## config.mk

```make
export PLATFORM = sky130hd
export DESIGN_NAME = act_unit
export DESIGN_NICKNAME = d
export VERILOG_FILES = /design/src/rtl/act_pkg.sv /design/src/rtl/act_lane.sv /design/src/rtl/act_unit.sv
export SDC_FILE = /design/constraint.sdc
export NUM_CORES = 1
export LEC_CHECK = 0
export ABC_AREA = 1
export CORE_MARGIN = 3
export CORE_UTILIZATION = 40
export DETAILED_ROUTE_END_ITERATION = 10
export GPL_TIMING_DRIVEN = 0
export PLACE_DENSITY = 0.68
export SETUP_SLACK_MARGIN = 0.5
export SLEW_MARGIN = 0
export SYNTH_ARGS = -nofsm -noshare
export SYNTH_HDL_FRONTEND = slang
export SYNTH_HIERARCHICAL = 1
export SYNTH_SLANG_ARGS = --single-unit
```

## constraint.sdc

```tcl
create_clock -name clk -period 2.9 [get_ports clk]
set_input_delay 0.435 -clock clk [delete_from_list [all_inputs] [get_ports clk]]
set_output_delay 0.435 -clock clk [all_outputs]
set_load 0.05 [all_outputs]
```

## src/rtl/act_pkg.sv

```systemverilog
// Shared constants for the activation stage: activation mode selects and
// FSM state encodings.
package act_pkg;

  localparam logic [1:0] ACT_BYPASS = 2'd0;
  localparam logic [1:0] ACT_RELU   = 2'd1;
  localparam logic [1:0] ACT_LEAKY  = 2'd2;
  localparam logic [1:0] ACT_CLAMP  = 2'd3;

  localparam logic [1:0] IDLE = 2'd0;
  localparam logic [1:0] RUN  = 2'd1;
  localparam logic [1:0] DONE = 2'd2;

endpackage

```

## src/rtl/act_lane.sv

```systemverilog
// Combinational activation of one signed neuron value; result keeps the
// input width (no widening).
import act_pkg::*;

module act_lane #(
  parameter int DATA_W     = 16,
  parameter int LEAK_SHIFT = 3
) (
  input  logic signed [DATA_W-1:0] x_i,
  input  logic        [1:0]        mode_i,
  input  logic signed [DATA_W-1:0] cap_i,
  output logic signed [DATA_W-1:0] y_o
);

  logic neg;
  assign neg = x_i[DATA_W-1];

  always_comb begin
    y_o = x_i;
    case (mode_i)
      ACT_BYPASS: y_o = x_i;
      ACT_RELU:   y_o = neg ? '0 : x_i;
      ACT_LEAKY:  y_o = neg ? (x_i >>> LEAK_SHIFT) : x_i;
      // A negative ceiling forces every lane to zero, including positive x.
      ACT_CLAMP: begin
        if (cap_i[DATA_W-1] || neg) y_o = '0;
        else if (x_i > cap_i)       y_o = cap_i;
        else                        y_o = x_i;
      end
      default:    y_o = x_i;
    endcase
  end

endmodule

```

## src/rtl/act_unit.sv

```systemverilog
// Multi-lane activation stage with one-cycle latency and a layer beat
// counter that pulses layer_done when the programmed beat count is reached.
import act_pkg::*;

module act_unit #(
  parameter int DATA_W     = 16,
  parameter int LANES      = 4,
  parameter int LEAK_SHIFT = 3,
  parameter int CNT_W      = 10
) (
  input  logic                    clk,
  input  logic                    rst,
  input  logic                    start,
  input  logic [1:0]              mode,
  input  logic [DATA_W-1:0]       cap,
  input  logic [CNT_W-1:0]        layer_len,
  input  logic                    neuron_done,
  input  logic [LANES*DATA_W-1:0] neuron,
  output logic [LANES*DATA_W-1:0] out,
  output logic                    cpu_neuron_done,
  output logic                    layer_done,
  output logic                    busy,
  output logic                    err
);

  // Handshake: a beat is taken when neuron_done is high in RUN; its result
  // appears on out with cpu_neuron_done high exactly one cycle later. There
  // is no backpressure, so a beat may arrive every cycle.

  logic [1:0]              state_q, state_d;
  logic [CNT_W-1:0]        cnt_q, cnt_d;
  logic [CNT_W-1:0]        len_q, len_d;
  logic [1:0]              mode_q, mode_d;
  logic [DATA_W-1:0]       cap_q, cap_d;
  logic [LANES*DATA_W-1:0] out_q, out_d;
  logic                    vld_q, vld_d;
  logic                    err_q, err_d;
  logic [LANES*DATA_W-1:0] act_w;

  logic start_ok, accept, last_beat;
  assign start_ok  = start && (state_q == IDLE);
  assign accept    = neuron_done && (state_q == RUN);
  assign last_beat = accept && ((cnt_q + CNT_W'(1)) == len_q);

  for (genvar g = 0; g < LANES; g++) begin : g_lane
    act_lane #(
      .DATA_W    (DATA_W),
      .LEAK_SHIFT(LEAK_SHIFT)
    ) u_lane (
      .x_i   (neuron[g*DATA_W +: DATA_W]),
      .mode_i(mode_q),
      .cap_i (cap_q),
      .y_o   (act_w[g*DATA_W +: DATA_W])
    );
  end

  always_comb begin
    state_d = state_q;
    case (state_q)
      IDLE:    if (start) state_d = (layer_len == '0) ? DONE : RUN;
      RUN:     if (last_beat) state_d = DONE;
      DONE:    state_d = IDLE;
      default: state_d = IDLE;
    endcase
  end

  always_comb begin
    cnt_d  = cnt_q;
    len_d  = len_q;
    mode_d = mode_q;
    cap_d  = cap_q;
    out_d  = out_q;
    vld_d  = accept;
    err_d  = err_q;
    if (start_ok) begin
      cnt_d  = '0;
      len_d  = layer_len;
      mode_d = mode;
      cap_d  = cap;
      err_d  = 1'b0;
    end
    if (accept) begin
      cnt_d = cnt_q + CNT_W'(1);
      out_d = act_w;
    end
    // A dropped beat wins over the clear from a same-cycle start.
    if (neuron_done && (state_q != RUN)) err_d = 1'b1;
  end

  always_ff @(posedge clk or negedge rst) begin
    if (!rst) begin
      state_q <= IDLE;
      cnt_q   <= '0;
      len_q   <= '0;
      mode_q  <= '0;
      cap_q   <= '0;
      out_q   <= '0;
      vld_q   <= 1'b0;
      err_q   <= 1'b0;
    end else begin
      state_q <= state_d;
      cnt_q   <= cnt_d;
      len_q   <= len_d;
      mode_q  <= mode_d;
      cap_q   <= cap_d;
      out_q   <= out_d;
      vld_q   <= vld_d;
      err_q   <= err_d;
    end
  end

  assign out             = out_q;
  assign cpu_neuron_done = vld_q;
  assign layer_done      = (state_q == DONE);
  assign busy            = (state_q == RUN);
  assign err             = err_q;

endmodule

```

==> results.ini, run 1 <==
[cts]
cts_tree=built
clock_sinks=106
numCtsBuffers=9
root_buffer=clkbuf_16
clock_path_buffers=2
cts.clk_slew.worst_paths_ps=80
hold_buffers=0
clk_latency_ps=370
htreeDepth=3

[finish]
utilization_pct=55.8
multiInputGateArea_mm2=0.00637
drive_gt1_share_pct=20.7
n_fill_cell=2171
final_area_mm2=0.0128
fin_nets=1756
num_antenna_cells=0
seqCellArea_mm2=0.00268
area_growth_pct=35.4

[critical_path]
cp_max_fo=10
slowest_stage=clkdlybuf4s15_1
crit_top_cell=a21oi_2
crit_chain=clkdlybuf4s15_1 > inv_2 > ha_4 > inv_4 > a21oi_2 > o21ai_2 > a21oi_2 > buf_4 > nand3_4 > buf_6 > nand4_1 > nand3_1 > a21oi_2 > nand2_1 > nand2_1
cp-end-kind=register
rr_worst_depth=14
arrival_ps=2700
r2r-start=cap_q[15]
worst_path_largest_cell_delay_ps=350
worst_setup_path_start_kind=primary input
timing.rr.end=out[9]
path_class=in -> reg
rrSetupSlack_ps=520
cp_data_required_time_ps=3200

[placed_design]
numPortBuffers=163
placed_cell_area_mm2=0.0115
place.gp.congestion=0.935
hpwl_um=23800

[power_and_ir_drop]
p_seq_share_pct=19.4
total_power_w=0.0146
power_leakage_nw=6.24
p_int_w=0.00674
pwr-share-clk_pct=9.1
power.density_mw_per_mm2=1140
switchingPower_w=0.00781
p_comb_share_pct=71.5
sw_frac_of_total_pct=53.7
vdd_drop_max_mv=0.549

[grt]
grt_pass1_vias=9510
grt_max_degree=63
antenna_found_initial=0
globalRouteOverflowTotal=0
grt_pass1_wl_um=49500
track_usage_pct=23.9

[route]
ant_nets=0
vias_per_cell=5.26
routedWlPerCell_um=16.6
drcViolationCount=0
first_iter_violations=746
routed_wl_um=31700
dr.pass1.iters=7
vias=10000

[floorplan]
die_x_um=160
io_pins=164
dieArea_mm2=0.0255
dieHeight_um=160
start_util_pct=41.2
core_area_mm2=0.0229
num_rows=55

[worst_hold_path]
hold_class=in -> async

[sta]
tightest_slew_ps=885
clock-skew-final_ps=15.9
maxSlewViolCount=0
rsz0062_at_grt=yes
finalHoldViolations=0
timing.final.crit_share_pct=82.8
slew_headroom_pct=40.8
layout_min_cycle_time_ps=2400
setup_tns_ps=0
setup_viol=0
timing.fmax_mhz=416

[yosys]
syn-mean-instance-area_um2=6.81
synthesis.area_mm2=0.00945
ys_warn_count=6
synth-seq-cells=106
synth_cell_types=34
syn_nets=1552
seq_area_frac_synth_pct=28.1
syn_inst=1387

[outcome]
outcome=complete, no violations

[flow_run]
maxCapViolCount=0

-- worst max path at each step --
stage	from	end	slack (ps)	cells after the start
after floorplan	cap_q[15]	out[15]	740	13
after global placement	rst	out[8]	-2890	1
after detailed placement	neuron[15]	out[15]	-320	14
after CTS	cap_q[15]	out[54]	490	14
after global routing	cap_q[15]	out[54]	410	15
final	neuron[15]	out[9]	500	15
-- through the flow --
step	setup WS (ps)	hold WS, ps	std cells
floorplan	743	139	1387
global placement	-2890	455	1863
detailed placement	-319	461	1864
CTS	494	103	1883
global route	414	122	1909
finish	499	70.7	1909
-- state kept, by name, summed over array words and instances (netlist names) --
signal,flops
mode_q,2
out,64
err,1
state_q,2
cap_q,16
len_q,10
cpu_neuron_done,1
cnt_q,10
-- cells in the mapped netlist (all sizes together) --
| cell type | number | area (um2) |
|---|---|---|
| nand2 | 485 | 1930 |
| inv | 178 | 668 |
| a21oi | 129 | 803 |
| dfrtp | 106 | 2650 |
| nor2 | 100 | 388 |
| nand3 | 88 | 701 |
| ha | 69 | 863 |
| nand4 | 66 | 413 |
| o22ai | 40 | 250 |
| buf | 34 | 190 |
| clkbuf | 30 | 113 |
| o221ai | 16 | 140 |
| o21ai | 14 | 70.1 |
| nand3b | 5 | 37.5 |
| nor3 | 5 | 45.0 |
| a21o | 4 | 30.0 |
| o211a | 4 | 40.0 |
| or2 | 4 | 25.0 |
| o211ai | 3 | 37.5 |
| xor2 | 3 | 26.3 |
| nor4 | 2 | 12.5 |
| a21boi | 1 | 7.51 |
| xnor2 | 1 | 8.76 |
-- layout by cell type (no fill, tap or decap), types with 10 or more instances in the layout --
master and instances:
a21oi_1 71, a21oi_2 57, buf_2 20, buf_4 25
clkbuf_1 29, clkbuf_16 12, clkdlybuf4s50_1 131, dfrtp_1 90
dfrtp_2 15, dlymetal6s2s_1 22, ha_1 49, ha_4 19
inv_1 153, inv_2 19, nand2_1 426, nand2_2 46
nand2_4 13, nand3_1 36, nand3_2 43, nand3_4 10
nand4_1 66, nor2_1 90, nor2_2 10, o221ai_1 16
o22ai_1 40
-- cells by family (layout without fill, tap and decap cells) --
kind of cell,after synthesis,after routing,share of synthesized area [%]
fa+ha+maj,69,69,9.14
flops,106,106,28.1
xor+xnor,4,4,0.371
compound gates,211,211,14.6
simple gates,755,756,37.6
buf+inv,242,450,10.3
-- power groups by stage --
stage	Clock (W)	Combinational (W)	Sequential, W
floorplan	0	0.00510	0.00402
global placement	0	0.00884	0.00282
detailed placement	0	0.00895	0.00283
CTS	0.00135	0.00921	0.00281
global route	0.00140	0.0113	0.00291
finish	0.00132	0.0104	0.00283
-- timing repair --
item / CTS / global route
endpoints found under the setup margin: 64 / 63
pin swaps: 3 / 54
gates resized for setup: 47 / 140
gates cloned: 0 / 4
setup buffers: 3 / 22
-- worst max-delay path, delay by kind of cell --
kind                     cells  cell delay [ps]
AO/OA/AOI/OAI                4              510
adder cells (fa/ha/maj)      1              330
buffers and inverters        5              910
AND/OR/NAND/NOR              5              520
-- routing by layer --
metal	vias to the layer above	global-route usage (%)	part of all wire, %
met3	59	3.45	5.1
met1	4666	32.5	46
met5	-	0	0
li1	4960	-	-
met4	0	6.49	2.4
met2	350	39.7	47
-- final cells by class --
type                    count  share of cell area, %
plain buffers              64                   2.78
clock buffers               9                   1.76
clock inverters             7                  0.636
inverters                 178                   5.36
multi-input cells        1040                   49.8
flip-flops and latches    106                   20.9
well taps                 313                   3.06
repair buffers            192                   15.7
No activity file was read; power rests on OpenSTA's default activity.
==> inputs of run 2 (changes only) <==
- clock period: 2.9 -> 2.5 ns (I/O delays scaled with it)
==> run 2 against run 1 <==
Die area did not move. Global-route usage rose by 0.52 points. Non-clock buffer count rose by 21. Flip-flop and latch count did not move. Sequential power rose by 18%. First-iteration DRC count rose by 18%. Utilization rose by 1.9 points. Via count rose by 2.4%. Setup slack got worse by 420 ps. Critical endpoint is now out[32]. Largest power group unchanged. Highest routed layer is now met5.
==> results.ini, run 2 (synthesis gave the netlist of run 1 again) <==
[finish]
multiInputGateArea_mm2=0.00665
final_cell_mix=nand2_1, inv_1, clkdlybuf4s50_1
seqCellArea_mm2=0.00268
layout_commonest_cell=nand2_1
area_growth_pct=40.0
largest_register_ffs=64
finalNonFillerCells=1928
n_fill_cell=2055
fin_nets=1776
drive_gt1_share_pct=24.3

[critical_path]
slowest_stage=clkdlybuf4s50_1
arrival_ps=2720
cp_top_family=buffers and inverters
cp_data_required_time_ps=2800
path_buf_inv=3
crit_chain=clkdlybuf4s50_1 > ha_4 > nand4_1 > nor3_4 > buf_4 > nand3_4 > buf_2 > nand4_1 > nand3_2 > a21oi_2 > nand2_2 > nand2_1
cp-end-kind=register
rr_worst_depth=14
cp.depth=12
worst_setup_path_start_kind=primary input
path_class=in -> reg
cp_max_fo=10
crit_top_cell=nand4_1
worst_path_largest_cell_delay_ps=550

[floorplan]
num_rows=55
dieHeight_um=160
start_util_pct=41.2
die_x_um=160
core_area_mm2=0.0229
dieArea_mm2=0.0255
io_pins=164

[cts]
clk_latency_ps=360
cts.clk_slew.worst_paths_ps=70
root_buffer=clkbuf_16
clock_sinks=106
clock_path_buffers=2
numCtsBuffers=9
cts_tree=built
htreeDepth=3

[sta]
whs_ps=126
maxSlewViolCount=0
finalHoldViolations=0
rsz0062_at_grt=yes
setup_viol=0
timing.final.crit_share_pct=96.6
tightest_slew_ps=841
slew_headroom_pct=43.9
clock-skew-final_ps=9.65
timing.fmax_mhz=414
layout_min_cycle_time_ps=2420

[worst_hold_path]
hold_class=in -> async

[placed_design]
place.gp.congestion=0.898
numPortBuffers=163
placed_cells=1864
hpwl_um=23400

[grt]
grt_pass1_wl_um=50900
grt_pass1_vias=9817
grt_max_degree=65
antenna_found_initial=4
globalRouteOverflowTotal=0
track_usage_pct=24.4

[power_and_ir_drop]
power.density_mw_per_mm2=1350
vdd_drop_max_mv=0.778
power_leakage_nw=6.37

[route]
first_iter_violations=878
drcViolationCount=0
vias=10300
routedWlPerCell_um=16.9
routed_wl_um=32500
ant_nets=0
dr.pass1.iters=6
vias_per_cell=5.33

[outcome]
outcome=complete, no violations

[flow_run]
maxCapViolCount=0

==> run 2: cell type report <==
type                            count  share of cell area, %
Clock inverter                      3                  0.511
Multi-Input combinational cell   1039                   50.2
Sequential cell                   106                   20.2
Clock buffer                       11                   1.76
Buffer                             64                   2.81
Inverter                          178                   5.13
Timing Repair Buffer              213                   16.4
Tap cell                          313                   2.96
Antenna cell                        1                 0.0189
==> run 2: worst register-to-register path, delay by kind of cell (launching register included) <==
kind	cells	cell delay, ps
DFF	1	560
and+or+nand+nor	9	980
buffers and inverters	3	330
adders and majority gates	1	260
AOI/OAI and AO/OA	1	160
==> run 2: stage by stage <==
| stage | worst slack, ps | instance area, um2 | TNS (ps) | utilization, % | power (W) |
|---|---|---|---|---|---|
| 3_5_place_dp | -517 | 11600 | -20570 | 50.5 | 0.0137 |
| 3_3_place_gp | -3610 | 11600 | -358610 | 50.4 | 0.0135 |
| 5_1_grt | -19.1 | 13200 | -61.2 | 57.7 | 0.0190 |
| 4_1_cts | 146 | 12800 | 0 | 56.0 | 0.0170 |
| 6_report | 83.9 | 13200 | 0 | 57.7 | 0.0178 |
| 2_1_floorplan | 481 | 9530 | 0 | - | 0.0107 |
==> run 2: path summary, 6_finish.rpt <==
| path | from | endpoint | slack (ps) |
|---|---|---|---|
| setup / recovery | neuron[41] | out[32] | 80 |
| hold / removal | rst | out[2] | 130 |
| setup reg to reg | cap_q[15] | out[63] | 100 |
| hold reg to reg | out[42] | out[42] | 470 |
| max in group asynchronous | rst | cap_q[8] | 1640 |
| min in group clk | out[42] | out[42] | 470 |
==> run 2: where the power goes <==
part | internal (W) | leakage (nW) | switching, W
clock network | 0.000869 | 0.142 | 0.000647
logic | 0.00497 | 4.91 | 0.00798
registers | 0.00249 | 1.31 | 0.000847
==> run 2: per-layer routing <==
metal	track usage [%]	vias to the layer above	share of wire, %
met2	38.0	405	45
met3	4.20	77	7.2
li1	-	5011	-
met4	9.07	6	3.5
met1	33.9	4779	45
met5	0	-	0.12
==> run 2: timing repair <==
| action | CTS | global route |
|---|---|---|
| pin swaps | 86 | 74 |
| gates resized for setup | 169 | 87 |
| buffers inserted | 41 | 2 |
| endpoints found under the setup margin | 71 | 65 |
| hold buffers | 0 | 0 |
| gates cloned | 6 | 0 |
==> inputs of run 3 (changes only) <==
- HOLD_SLACK_MARGIN: unset -> 0.1
==> results of run 3 <==
The final DEF is identical to that of run 2; final timing and power are the same.
